File: src/rtl/p12_pkg.sv
// Shared types for the p12 rotatable logic tile: orientation commands, the
// orientation triple, the reset LUT contents and the command transfer function.
package p12_pkg;

    typedef enum logic [2:0] {
        CMD_NOP       = 3'd0,
        CMD_FLIPV     = 3'd1,
        CMD_FLIPH     = 3'd2,
        CMD_TRANSPOSE = 3'd3,
        CMD_ROT_CW    = 3'd4,
        CMD_ROT_CCW   = 3'd5,
        CMD_NOP6      = 3'd6,
        CMD_IDENT     = 3'd7
    } cmd_e;

    localparam logic [3:0] LUT_NAND = 4'b0111;

    typedef struct packed {
        logic d;
        logic v;
        logic h;
    } orient_t;

    // Group action of one command on the current orientation.
    function automatic orient_t apply_cmd(input orient_t o, input cmd_e c);
        orient_t n;
        n = o;
        case (c)
            CMD_FLIPV:     n.v = ~o.v;
            CMD_FLIPH:     n.h = ~o.h;
            CMD_TRANSPOSE: n = '{d: ~o.d, v: o.h,  h: o.v};
            CMD_ROT_CW:    n = '{d: ~o.d, v: o.h,  h: ~o.v};
            CMD_ROT_CCW:   n = '{d: ~o.d, v: ~o.h, h: o.v};
            CMD_IDENT:     n = '0;
            default:       n = o;
        endcase
        return n;
    endfunction

endpackage

File: src/rtl/p12_orient.sv
// Orientation register {d,v,h}: head of the config chain, also updated in
// place by group commands when the chain is not shifting.
module p12_orient
    import p12_pkg::*;
(
    input  logic       clk,
    input  logic       rst,
    input  logic       cfg_en_i,
    input  logic       cfg_in_i,
    input  logic       cmd_valid_i,
    input  logic [2:0] cmd_i,
    output orient_t    orient_o,
    output logic       cfg_bit_o
);

    orient_t orient_q, orient_d;

    // A shift always wins; a command arriving with it is simply dropped.
    always_comb begin
        orient_d = orient_q;
        if (cfg_en_i) begin
            orient_d = '{d: orient_q.v, v: orient_q.h, h: cfg_in_i};
        end else if (cmd_valid_i) begin
            orient_d = apply_cmd(orient_q, cmd_e'(cmd_i));
        end
    end

    // NOTE: sequential state uses non-blocking assignments so every flop samples pre-edge values.
    always_ff @(posedge clk) begin
        if (rst) begin
            orient_q <= '0;
        end else begin
            orient_q <= orient_d;
        end
    end

    assign orient_o  = orient_q;
    assign cfg_bit_o = orient_q.d;

endmodule

File: src/rtl/p12_tile_lanes.sv
// W-lane rotatable logic tile: per-lane 4-entry LUT plus state flop, with
// orientation-dependent side mapping and an optional registered loop breaker.
module p12_tile_lanes
    import p12_pkg::*;
#(
    parameter int W       = 4,
    parameter int LB_MODE = 0
) (
    input  logic         clk,
    input  logic         rst,
    input  logic         se,
    input  logic         sc_in,
    output logic         sc_out,
    input  logic         cfg_en,
    input  logic         cfg_in,
    output logic         cfg_out,
    input  logic         cmd_valid,
    input  logic [2:0]   cmd,
    input  logic         lb,
    input  logic [W-1:0] in_t,
    input  logic [W-1:0] in_r,
    input  logic [W-1:0] in_b,
    input  logic [W-1:0] in_l,
    output logic [W-1:0] out_t,
    output logic [W-1:0] out_r,
    output logic [W-1:0] out_b,
    output logic [W-1:0] out_l
);

    orient_t        orient;
    logic           cfg_bit;
    logic [4*W-1:0] lut_q, lut_d;
    logic [W-1:0]   st_q, st_d;
    logic [W-1:0]   gn_q, gh_q;
    logic [W-1:0]   f, dh, dv, gn, gh;

    p12_orient u_orient (
        .clk         (clk),
        .rst         (rst),
        .cfg_en_i    (cfg_en),
        .cfg_in_i    (cfg_in),
        .cmd_valid_i (cmd_valid),
        .cmd_i       (cmd),
        .orient_o    (orient),
        .cfg_bit_o   (cfg_bit)
    );

    // LUT bit 4*i+j is lut[i][j]; the chain enters at lut[0][0] from d.
    always_comb begin
        lut_d = lut_q;
        if (cfg_en) begin
            lut_d = {lut_q[4*W-2:0], cfg_bit};
        end
    end

    always_comb begin
        st_d[0] = se ? sc_in : dv[0];
        for (int i = 1; i < W; i++) begin
            st_d[i] = se ? st_q[i-1] : dv[i];
        end
    end

    always_ff @(posedge clk) begin
        if (rst) begin
            lut_q <= {W{LUT_NAND}};
            st_q  <= '0;
            gn_q  <= '0;
            gh_q  <= '0;
        end else begin
            lut_q <= lut_d;
            st_q  <= st_d;
            if (!lb) begin
                gn_q <= f;
                gh_q <= dh;
            end
        end
    end

    for (genvar i = 0; i < W; i++) begin : g_lane
        logic [3:0] lane_lut;
        logic       vt, vb, hr, hl, oh, ov;

        // Unmap physical sides back to the upright frame.
        assign vt = orient.v ? in_b[i] : in_t[i];
        assign vb = orient.v ? in_t[i] : in_b[i];
        assign hr = orient.h ? in_l[i] : in_r[i];
        assign hl = orient.h ? in_r[i] : in_l[i];

        assign lane_lut = lut_q[4*i +: 4];
        assign f[i]     = lane_lut[{hr, vb}];
        assign dh[i]    = orient.d ? vt : hl;
        assign dv[i]    = orient.d ? hl : vt;

        assign gn[i] = (LB_MODE == 1) ? gn_q[i] : f[i];
        assign gh[i] = (LB_MODE == 1) ? gh_q[i] : dh[i];

        assign oh = orient.d ? gn[i] : st_q[i];
        assign ov = orient.d ? st_q[i] : gn[i];

        assign out_t[i] = orient.v ? gh[i] : ov;
        assign out_b[i] = orient.v ? ov : gh[i];
        assign out_r[i] = orient.h ? oh : gh[i];
        assign out_l[i] = orient.h ? gh[i] : oh;
    end

    assign sc_out  = st_q[W-1];
    assign cfg_out = lut_q[4*W-1];

endmodule

File: config.mk
export PLATFORM = sky130hd
export DESIGN_NAME = p12_tile_lanes
export DESIGN_NICKNAME = d
export VERILOG_FILES = /design/src/rtl/p12_pkg.sv /design/src/rtl/p12_orient.sv /design/src/rtl/p12_tile_lanes.sv
export SDC_FILE = /design/constraint.sdc
export NUM_CORES = 1
export LEC_CHECK = 0
export ABC_AREA = 1
export BUFFER_PORTS_ARGS = -buffer_cell sky130_fd_sc_hd__buf_2
export CAP_MARGIN = 0
export CORE_AREA = 4 4 54 93
export DETAILED_ROUTE_END_ITERATION = 8
export DIE_AREA = 0 0 58 97
export GPL_TIMING_DRIVEN = 0
export PLACE_DENSITY = 0.64
export REMOVE_ABC_BUFFERS = 1
export SLEW_MARGIN = 40
export SYNTH_ARGS = -nofsm -noshare
export SYNTH_HDL_FRONTEND = slang
export SYNTH_SLANG_ARGS = --single-unit
File: constraint.sdc
create_clock -name clk -period 3.25 [get_ports clk]
set_clock_uncertainty 0.05 [all_clocks]
set_input_delay 0.325 -clock clk [delete_from_list [all_inputs] [get_ports clk]]
set_output_delay 0.325 -clock clk [all_outputs]
set_load 0.02 [all_outputs]
==> metrics.txt <==
routability-driven placement congestion ratio 0.8419; Max Root-Sink Buffers 2; largest net degree at the start of global routing 33; Die ar. 5626 µm²; Max Cap Viol 0; Critical Path Sink Type output pin; setup bufs post-CTS 0; Yosys cell types 27; final cell count without fillers 392; post-route minimum period 2.412 ns; area of the multi-input gates 1116 µm²; hold bufs inserted after CTS 0; Post-DP HPWL 3503 µm; internal cell power 0.5219 mW; crit share post-route 0.7422; synthesized cell area 1862 µm²; Tightest Hold Check Type primary input to register; commonest non-fill, non-tap cell in the layout nand2_1; nets 369; WP data required 2.87 ns; antenna cells 0; first-pass GRT wire length 8135 µm; Net Sw Power 0.3638 mW; Rows 32; status complete, no violations; register bit count reported by yosys 23; Hold Fails Final Rpt 0; synth warn 0; chip width 58 µm; final antenna-violating net count 0; Clk pwr share 0.200; FILL cells 493; CTS H-Tree Depth 1; post_cts resized 0; total CTS buffers 3; initial antenna violation count 0; post-synthesis sequential area ratio 0.2473; worst-margin pin slew 0.7417 ns; kind of critical path register to output pin; max frequency 414.6 MHz; Register Area 462.9 µm²; GRT Total Usage 0.1760; # setup viols final 0; Starting Density 0.4306; drt wl/cell 11.74 µm; power share of the sequential group 0.386; number of global-route vias before repair 1936; WL final 4603 µm; ratio of cells with drive above 1 in the final layout 0.1965; area delta synth->final 10.89%; Slew Viols, Final 0; DRT Pass-1 Iters 4; Leakage 1.127 nW; Arr. time, crit path 2.04 ns; initial DRC count 92; most frequent cells in the layout nand2_1, nand3_1, buf_2; switching part of the total power 0.4107; core area 4324 µm²; Comb pwr share 0.414; Pwr per Cell Area 429.0 nW/µm²; # DRC 0; Post-Place Cells 388; GR Overflow Total 0; clk slew on worst S/H paths 0.08 ns; vias per std cell 5.273; average cell area after synthesis 6.006 µm²; # port buffers 43; CP startpoint kind register; die height 97 µm; R2R setup slack 1.66 ns; clk_lat worst skew 0.26 ns; Slew HR 0.5048; Max rail drop VDD 0.2489 mV; Cells after Synth 310; CTS tree done; clk sink count 23; Setup TNS Final 0 ns; Vias 2067; num ports 45; RSZ-0062 raised after global routing false; CTS Root Buffer Type clkbuf_8; critical-path maximum fanout 27
critical path, cell delays in order, from the launching register on:
cell     delay [ns]
dfxtp_2        0.68
inv_2          0.30
nand2_1        0.16
nand3_1        0.08
nand3_1        0.13
nand3_1        0.11
nand3_1        0.11
nand2_1        0.05
buf_2          0.15
flip-flops by register name (all words and copies together) (netlist names):
| name | count |
|---|---|
| lut_q | 16 |
| st_q | 4 |
| u_orient.cfg_bit_o | 1 |
| u_orient.orient_o | 2 |
logic make-up (layout without fill, tap and decap cells):
kind of cell / Yosys count / in the layout / synth area share
multiplexers: 2 / 2 / 0.02419
AO/OA/AOI/OAI: 58 / 58 / 0.1794
AND/OR/NAND/NOR: 169 / 169 / 0.3958
flip-flops: 23 / 23 / 0.2473
buffers and inverters: 58 / 89 / 0.1532
synth_stat cells:
master	count	share of area
a31oi_2	1	0.0067
dfxtp_1	23	0.25
inv_4	1	0.0034
nor2_1	11	0.022
buf_4	2	0.0081
buf_12	1	0.011
nand4_1	1	0.0034
o21ai_0	23	0.062
buf_8	1	0.0081
nand3b_1	4	0.016
buf_6	3	0.018
inv_1	38	0.077
a22oi_1	1	0.0040
clkbuf_1	3	0.0060
buf_2	6	0.016
inv_2	3	0.0060
nor2_2	1	0.0034
o211ai_1	4	0.016
o21ai_1	4	0.011
nand2_1	99	0.20
a31oi_1	1	0.0034
nand3_2	3	0.016
a21oi_1	18	0.048
nand2_2	1	0.0034
o21ai_2	6	0.028
mux2i_4	2	0.024
nand3_1	49	0.13
final cells by class:
type | count | share of cell area
Timing Repair Buffer | 43 | 0.1042
Sequential cell | 23 | 0.2242
Multi-Input combinational cell | 229 | 0.5406
Inverter | 42 | 0.07758
Tap cell | 51 | 0.03091
Clock inverter | 1 | 0.002424
Clock buffer | 3 | 0.02000
stage by stage:
step | instance area (µm²) | total power, mW | util | setup WS (ns) | hold WS (ns)
2_1_floorplan | 1737 | 0.5982 | - | 1.261 | 0.3474
4_1_cts | 2064 | 0.8945 | 0.4774 | 0.8515 | 0.2987
3_3_place_gp | 2016 | 0.7115 | 0.4661 | 0.7536 | 0.4106
6_report | 2064 | 0.8857 | 0.4774 | 0.8380 | 0.3004
3_5_place_dp | 2018 | 0.7178 | 0.4667 | 1.147 | 0.4168
5_1_grt | 2064 | 0.9569 | 0.4774 | 0.6520 | 0.3173
metal layers:
layer | global-route usage | wire, µm | up-vias | share of wire
met5 | 0 | 0 | - | 0
li1 | - | - | 1070 | -
met2 | 0.3249 | 2492 | 43 | 0.54
met3 | 0.01602 | 202 | 9 | 0.044
met1 | 0.1988 | 1817 | 945 | 0.39
met4 | 0.06607 | 90 | 0 | 0.020
worst paths after layout:
check,from,end,cells after the start
setup / recovery,u_orient.orient_o[1],out_l[3],8
hold / removal,sc_in,st_q[0],3
setup reg to reg,u_orient.orient_o[0],st_q[2],7
hold reg to reg,lut_q[2],lut_q[3],2
power groups by stage:
stage,registers (mW),clock network (mW),logic [mW]
after floorplan,0.340,0,0.259
after global placement,0.347,0,0.365
after detailed placement,0.348,0,0.369
after CTS,0.342,0.183,0.370
after global routing,0.348,0.194,0.414
final,0.342,0.177,0.366
(Power assumes the default switching activity.)
